**config.mk**
```make
export PLATFORM = sky130hd
export DESIGN_NAME = level_sensor_conditioner
export DESIGN_NICKNAME = d
export VERILOG_FILES = /design/src/rtl/level_pkg.sv /design/src/rtl/sensor_debounce.sv /design/src/rtl/level_sensor_conditioner.sv
export SDC_FILE = /design/constraint.sdc
export NUM_CORES = 1
export LEC_CHECK = 0
export CORE_MARGIN = 5
export CORE_UTILIZATION = 50
export DETAILED_ROUTE_END_ITERATION = 16
export HOLD_SLACK_MARGIN = 0.1
export PLACE_DENSITY = 0.72
export SLEW_MARGIN = 20
export SYNTH_ARGS = -nofsm -noshare
export SYNTH_HDL_FRONTEND = slang
export SYNTH_SLANG_ARGS = --single-unit
```
**constraint.sdc**
```tcl
create_clock -name clock -period 2.1 [get_ports clock]
set_clock_uncertainty 0.2 [all_clocks]
set_input_delay 0.525 -clock clock [delete_from_list [all_inputs] [get_ports clock]]
set_output_delay 0.525 -clock clock [all_outputs]
set_load 0.1 [all_outputs]
```
**src/rtl/level_pkg.sv**
```systemverilog
// Shared level-sensor definitions used by the conditioner and the pump FSM.
package level_pkg;

  localparam int unsigned LEVEL_W  = 2;
  localparam int unsigned SENSOR_I = 0;
  localparam int unsigned SENSOR_S = 1;

  // Both pumps off, alternation held: the code the pump FSM treats as "stop".
  localparam logic [LEVEL_W-1:0] SAFE_LEVEL = 2'b10;

  typedef enum logic [1:0] {
    ST_INIT    = 2'd0,
    ST_OK      = 2'd1,
    ST_SUSPECT = 2'd2,
    ST_FAULT   = 2'd3
  } level_state_e;

endpackage

```
**src/rtl/sensor_debounce.sv**
```systemverilog
// One switch input: two-flop synchroniser followed by a saturating debounce counter.
module sensor_debounce #(
  parameter int unsigned DEBOUNCE_CYCLES = 16
) (
  input  logic clock,
  input  logic reset,
  input  logic raw,
  input  logic load,
  output logic debounced
);

  localparam int unsigned CNT_W = $clog2(DEBOUNCE_CYCLES + 1);
  localparam logic [CNT_W-1:0] CNT_LAST = CNT_W'(DEBOUNCE_CYCLES - 1);

  logic             sync1;
  logic             sync2;
  logic [CNT_W-1:0] cnt;

  // Synchronise, then accept a new level only after DEBOUNCE_CYCLES consecutive disagreements.
  always_ff @(posedge clock) begin
    if (reset) begin
      sync1     <= 1'b0;
      sync2     <= 1'b0;
      debounced <= 1'b0;
      cnt       <= '0;
    end else begin
      sync1 <= raw;
      sync2 <= sync1;
      if (load) begin
        debounced <= sync2;
        cnt       <= '0;
      end else if (sync2 != debounced) begin
        if (cnt >= CNT_LAST) begin
          debounced <= sync2;
          cnt       <= '0;
        end else begin
          cnt <= cnt + CNT_W'(1);
        end
      end else begin
        cnt <= '0;
      end
    end
  end

endmodule

```
**src/rtl/level_sensor_conditioner.sv**
```systemverilog
// Cleans the tank level switches for the pump FSM and latches implausible-code faults.
module level_sensor_conditioner
  import level_pkg::*;
#(
  parameter int unsigned DEBOUNCE_CYCLES = 16,
  parameter int unsigned FAULT_CYCLES    = 64
) (
  input  logic               clock,
  input  logic               reset,
  input  logic [LEVEL_W-1:0] raw_sensors,
  input  logic               fault_clear,
  output logic [LEVEL_W-1:0] level_sensors,
  output logic               level_valid,
  output logic               level_changed,
  output logic               sensor_fault
);

  localparam int unsigned INIT_W = $clog2(DEBOUNCE_CYCLES + 3);
  localparam int unsigned FLT_W  = $clog2(FAULT_CYCLES + 1);
  localparam logic [INIT_W-1:0] INIT_LAST = INIT_W'(DEBOUNCE_CYCLES + 1);
  localparam logic [FLT_W-1:0]  FLT_LAST  = FLT_W'(FAULT_CYCLES - 1);

  level_state_e       state;
  level_state_e       state_nxt;
  logic [INIT_W-1:0]  init_cnt;
  logic [INIT_W-1:0]  init_cnt_nxt;
  logic [FLT_W-1:0]   flt_cnt;
  logic [FLT_W-1:0]   flt_cnt_nxt;
  logic [LEVEL_W-1:0] deb;
  logic [LEVEL_W-1:0] level_prev;
  logic [LEVEL_W-1:0] level_c;
  logic               valid_c;
  logic               fault_c;
  logic               load_c;

  assign load_c = (state == ST_INIT);

  sensor_debounce #(.DEBOUNCE_CYCLES(DEBOUNCE_CYCLES)) u_deb_i (
    .clock     (clock),
    .reset     (reset),
    .raw       (raw_sensors[SENSOR_I]),
    .load      (load_c),
    .debounced (deb[SENSOR_I])
  );

  sensor_debounce #(.DEBOUNCE_CYCLES(DEBOUNCE_CYCLES)) u_deb_s (
    .clock     (clock),
    .reset     (reset),
    .raw       (raw_sensors[SENSOR_S]),
    .load      (load_c),
    .debounced (deb[SENSOR_S])
  );

  // State, start-up counter and implausibility counter.
  always_ff @(posedge clock) begin
    if (reset) begin
      state    <= ST_INIT;
      init_cnt <= '0;
      flt_cnt  <= '0;
    end else begin
      state    <= state_nxt;
      init_cnt <= init_cnt_nxt;
      flt_cnt  <= flt_cnt_nxt;
    end
  end

  // Next-state logic and the pre-register view of the outputs.
  always_comb begin
    state_nxt    = state;
    init_cnt_nxt = init_cnt;
    flt_cnt_nxt  = flt_cnt;
    level_c      = SAFE_LEVEL;
    valid_c      = 1'b0;
    fault_c      = 1'b0;
    case (state)
      ST_INIT: begin
        if (init_cnt >= INIT_LAST) begin
          state_nxt    = ST_OK;
          init_cnt_nxt = '0;
        end else begin
          init_cnt_nxt = init_cnt + INIT_W'(1);
        end
      end
      ST_OK: begin
        level_c = deb;
        valid_c = 1'b1;
        if (deb == SAFE_LEVEL) begin
          state_nxt   = ST_SUSPECT;
          flt_cnt_nxt = FLT_W'(1);
        end
      end
      ST_SUSPECT: begin
        level_c = deb;
        valid_c = 1'b1;
        if (deb != SAFE_LEVEL) begin
          state_nxt   = ST_OK;
          flt_cnt_nxt = '0;
        end else if (flt_cnt >= FLT_LAST) begin
          state_nxt = ST_FAULT;
        end else begin
          flt_cnt_nxt = flt_cnt + FLT_W'(1);
        end
      end
      ST_FAULT: begin
        fault_c = 1'b1;
        if (fault_clear && (deb != SAFE_LEVEL)) begin
          state_nxt   = ST_OK;
          flt_cnt_nxt = '0;
        end
      end
      default: begin
        state_nxt = ST_INIT;
      end
    endcase
  end

  // Registered outputs; level_changed flags the cycle after level_sensors moves.
  always_ff @(posedge clock) begin
    if (reset) begin
      level_sensors <= SAFE_LEVEL;
      level_prev    <= SAFE_LEVEL;
      level_valid   <= 1'b0;
      level_changed <= 1'b0;
      sensor_fault  <= 1'b0;
    end else begin
      level_sensors <= level_c;
      level_prev    <= level_sensors;
      level_valid   <= valid_c;
      level_changed <= (level_sensors != level_prev);
      sensor_fault  <= fault_c;
    end
  end

endmodule

```
After elaboration in Yosys (flattened, before gate mapping) --
Cells that the tools add are included.
Word-level totals: flip-flop bits (word level) 37, output and inout port bits 5
Operators by class: add/subtract/negate cells 4, $lt $le $gt $ge 4, eq/ne operators 13, mux-type cells 20, bitwise logic cells 3, reduce and logical (&&, ||, !) cells 15
Operator list (number):
- two-way mux 7 bit | 4
- case mux 7 bit (3 select lines) | 1
- adder 5 x 1 -> 5 bit (second input constant) | 3
- greater-or-equal comparator 5 x 4 -> 1 bit (second input constant) | 2
- two-way mux 2 bit | 5
- two-way mux 1 bit | 8
- case mux 2 bit (4 select lines) | 1
- AND reduction 4 bit | 2
- nonzero test 2 bit | 4
- OR reduction 4 bit | 2
- adder 7 x 1 -> 7 bit (second input constant) | 1
- greater-or-equal comparator 7 x 6 -> 1 bit (second input constant) | 1
- == test 2 bit (second input constant) | 3
- inequality test 2 bit (second input constant) | 3
- inequality test 3 bit (second input constant) | 2
- greater-or-equal comparator 5 bit (second input constant) | 1
- two-way mux 5 bit | 1
- AND reduction 2 bit | 2
- OR reduction 2 bit | 2
- NOT 1 bit | 3
- nonzero test 3 bit | 1
- == test 2 x 1 -> 1 bit (second input constant) | 1
- logical NOT 2 bit | 1
- inequality test 1 bit | 2
- other kinds (3) | 3

Depth between registers and ports, before layout --
depth in word-level cells 4, gate-level depth with buffers 7

Hierarchy --
From an unflattened synthesis, not the netlist that was laid out.
Unflattened totals: cell total of the unflattened synthesis 178, area total of the unflattened synthesis 1721.7 um^2
Modules (own cells, without submodules):
- level_sensor_conditioner | times used 1, cells an instance 114, area each 1076.0 um^2, seq. area each 420.4 um^2
- sensor_debounce | times used 2, cells an instance 32, area each 322.8 um^2, seq. area each 160.2 um^2

Worst setup path before layout --
OpenSTA, ideal clock, no wires.
path kind flip-flop to flip-flop, start point register state[1], end point register state[1], data arrival time 1.557 ns, data required time 1.783 ns, slack 0.226 ns, cell stages (with the launch flop) 8, path buffers 1, path through dfxtp_1 -> inv_1 -> ha_1 -> clkbuf_1 -> nand2b_1 -> o32a_4 -> and3_4 -> a32o_1
On the way: cells in the longest elaborated chain, start to end 3
RTL lines:
- start: declaration | RTL line level_sensor_conditioner.sv:23 | level_state_e state;
- start signal: assignment | RTL line level_sensor_conditioner.sv:61 | state <= state_nxt;
- == test 2 bit (tied with other cells) | RTL line level_sensor_conditioner.sv:75 | case (state)
- inequality test 3 bit (no source line) (tied with other cells)
- AND reduction 4 bit (no source line)
Several ways; a longest one is shown, not always the timed one. A chain may end at the register's enable or synchronous reset.

Worst setup path in the final report --
start point register state[0], end point register state[0]
The elaborated chain is that of the path after synthesis.

==> summary.txt <==
Synth
  • Cells after synthesis: 179
  • Post-Syn Area: 1700 um2
  • Synth top cells by count: dfxtp_1, nor2_1, ha_1, inv_1, nand2_1
  • Post-synth EDFFs: 0
  • Top_reg_cell synth: dfxtp_1
  • Warnings from Yosys: 0
  • Synth area leader: dfxtp_1
  • Area contributors post-synth: dfxtp_1, ha_1, nor2_1
  • Post-synthesis cell type count: 45
  • Sequential area share after synthesis: 43.5%
  • Post-Syn Nets: 196
  • #FFs+latches synth: 37
  • Most common cell in the netlist: dfxtp_1
  • Share of the synthesized area in the top cell type: 43.5%
  • Avg Cell Area, Syn: 9.51 um2
  • Async SR Flop Fraction: 0%

Drt
  • Drt first pass iters: 4
  • Total number of vias: around 1,300
  • DRC: 0
  • Final wirelength: 3.29 mm
  • ANT nets after route: 0
  • Vias per inst: 5.62
  • Initial DRC Count: 77
  • Routed length per instance: 13.7 um

Clocking
  • Worst skew pair latency: about 0.34 ns
  • Clock-pin slew on the worst setup and hold paths: about 0.12 ns
  • TritonCTS clock tree: built
  • Root Buffer: clkbuf_4
  • CTS Buffer Depth: 2
  • Num Clock Sinks: 37
  • Post-CTS Setup Bufs: 0
  • # H-tree levels: 2
  • Number of buffers created by CTS: 5
  • Post-CTS Resized: 0
  • CTS Hold Buffers Added: 0

STA
  • Final period util: 90.4%
  • Worst slew margin: 76.9%
  • Crit path time final: 1.90 ns
  • Worst slew pin tran: 0.344 ns
  • Final setup violation count: 0
  • Pins Over Slew Limit: 0
  • Setup tns final: 0 ns
  • Fin Hold WS: 0.252 ns
  • Peak Freq: 0.527 GHz
  • Fin. Hold Viols: 0
  • RSZ-0062 raised after global routing: no

Critical path
  • CP Capture Type: register
  • Worst path cell trace: inv_1 -> ha_1 -> and3b_1 -> o211ai_1 -> a41oi_1 -> a311oi_1
  • Slowest stage delay, CP: 0.40 ns
  • Startpoint Class: register
  • WP data arrival: 1.95 ns
  • Worst r2r path cells: 6
  • Critical path type: register to register
  • CP Data Required Time: 2.15 ns
  • Worst path slowest cell: dfxtp_2
  • CP max FO: 5

Cells and area
  • Post-route cell area: just under 2000 um2
  • Final Non-Filler Cells: 239
  • P&R area growth vs syn: 16.5%
  • Nets: 209
  • Antenna diodes: 0
  • Share of layout cells above drive strength 1: 14.0%

GRT
  • Vias in the first global route: ~1,400
  • Met2 Use GR: 30.7%
  • Largest net degree at the start of global routing: 15
  • GRT Resource Usage Total: 16.6%
  • Total gr overflow: 0
  • Initial antenna violation count: 0
  • GR peak layer: met2
  • Routing usage on met3: 3.78%
  • Met1 global-route usage: 16.9%
  • Global-route wire length before repair: between 5 and 6 mm

Power and ir drop
  • Lkg Pwr: 0.755 nW
  • P_int: 990 uW
  • Pwr dens: 639 nW/um2
  • Flop pwr share: 56.9%
  • Combinational share of power: 3.9%
  • Peak VDD IR: around 520 uV
  • Net Sw Frac: 22.0%
  • Clock share of power: 39.2%
  • P_sw: 279 uW

Placement
  • Placed Area: around 1900 um2
  • Placed Cells incl. Taps: 231
  • Final Wtd Congestion: 0.861
  • Post-detailed-placement half-perimeter wirelength: ~2.6 mm
  • I/O Buffers: 9

Worst hold path
  • Hold crit path type: register to register
  • Worst hold stages: 1

Job
  • Max Cap Viol: 0

Floorplan
  • Die Wd: ~68 um
  • Die Area: 4670 um2
  • Core area: around 3300 um2
  • Row count: 21
  • Starting Density: between 50% and 60%
  • Die Span Y: 68.4 um
  • IO Count: 10

Run status
  • Status: finished clean
[placed cells by master, fill, tap and decap left out, types with 2 or more instances in the layout]
| cell | n |
|---|---|
| dfxtp_1 | 36 |
| and3_1 | 4 |
| nor2_1 | 18 |
| mux2_2 | 2 |
| a31oi_1 | 5 |
| nand3b_1 | 2 |
| a21oi_1 | 5 |
| nand4_1 | 8 |
| ha_1 | 11 |
| o211ai_1 | 3 |
| nor3_1 | 2 |
| a311oi_1 | 2 |
| nand3_1 | 5 |
| inv_1 | 12 |
| buf_4 | 2 |
| xor2_1 | 4 |
| clkbuf_4 | 5 |
| a41oi_1 | 2 |
| o221a_2 | 2 |
| nand2_1 | 9 |
| buf_12 | 5 |
| clkdlybuf4s50_1 | 4 |
| o21ai_0 | 3 |
| nand2b_1 | 4 |
| nor2b_1 | 8 |
| xnor2_1 | 4 |
[critical path: cells and delay by family, from the launching register on]
kind / cells / cell delay (ns)
AO/OA/AOI/OAI: 3 / 0.65
AND/OR/NAND/NOR: 1 / 0.24
buffers and inverters: 1 / 0.08
adder cells (fa/ha/maj): 1 / 0.24
flip-flops: 1 / 0.40
[power groups by stage]
stage / clock network (mW) / registers, mW / logic, mW
after global routing: 0.553 / 0.724 / 0.0544
after global placement: 0 / 0.737 / 0.0471
after floorplan: 0 / 0.735 / 0.0318
after detailed placement: 0 / 0.738 / 0.0502
after CTS: 0.518 / 0.722 / 0.0503
final: 0.497 / 0.722 / 0.0498
[kinds of logic after synthesis]
kind of cell               share of synthesized area [%]
buffers and inverters                               3.75
and+or+nand+nor                                     22.5
DFF                                                 43.5
xor gates and xnor gates                            4.11
AOI/OAI and AO/OA                                   16.0
muxes                                               1.32
adders and majority gates                           8.82
[metal layers]
layer,wire length (um),share of wire [%]
met1,1340,41
met2,1770,54
met3,101,3.1
met4,66,2.0
met5,0,0
[final timing paths]
| check | start | end | slack [ns] |
|---|---|---|---|
| hold reg to reg | u_deb_i.sync1 | u_deb_i.sync2 | 0.25 |
| hold / removal | u_deb_i.sync1 | u_deb_i.sync2 | 0.25 |
| setup / recovery | state[0] | state[0] | 0.20 |
| setup reg to reg | state[0] | state[0] | 0.20 |
[metrics by stage]
step / worst slack, ns / total power, mW / utilization [%]
6_report: 0.202 / 1.27 / 59.9
5_1_grt: 0.0355 / 1.33 / 59.9
4_1_cts: 0.0934 / 1.29 / 59.8
3_3_place_gp: 0.168 / 0.784 / 57.3
2_1_floorplan: 0.226 / 0.767 / -
3_5_place_dp: 0.0866 / 0.788 / 57.3
[state kept, by name (all words and copies together), names as in the netlist, 2 cells and up]
signal         flops
flt_cnt            7
init_cnt           5
u_deb_i.cnt        5
u_deb_s.cnt        5
level_prev         2
level_sensors      2
state              2
[cell type report]
class,instances,area (um2)
Clock inverter,3,46.3
Clock buffer,5,37.5
Sequential cell,37,742
Timing Repair Buffer,11,155
Multi-Input combinational cell,125,901
Inverter,12,45.0
Tap cell,46,57.6
Fill cell,314,1330
Note: power is estimated with default switching activity, not from simulation.
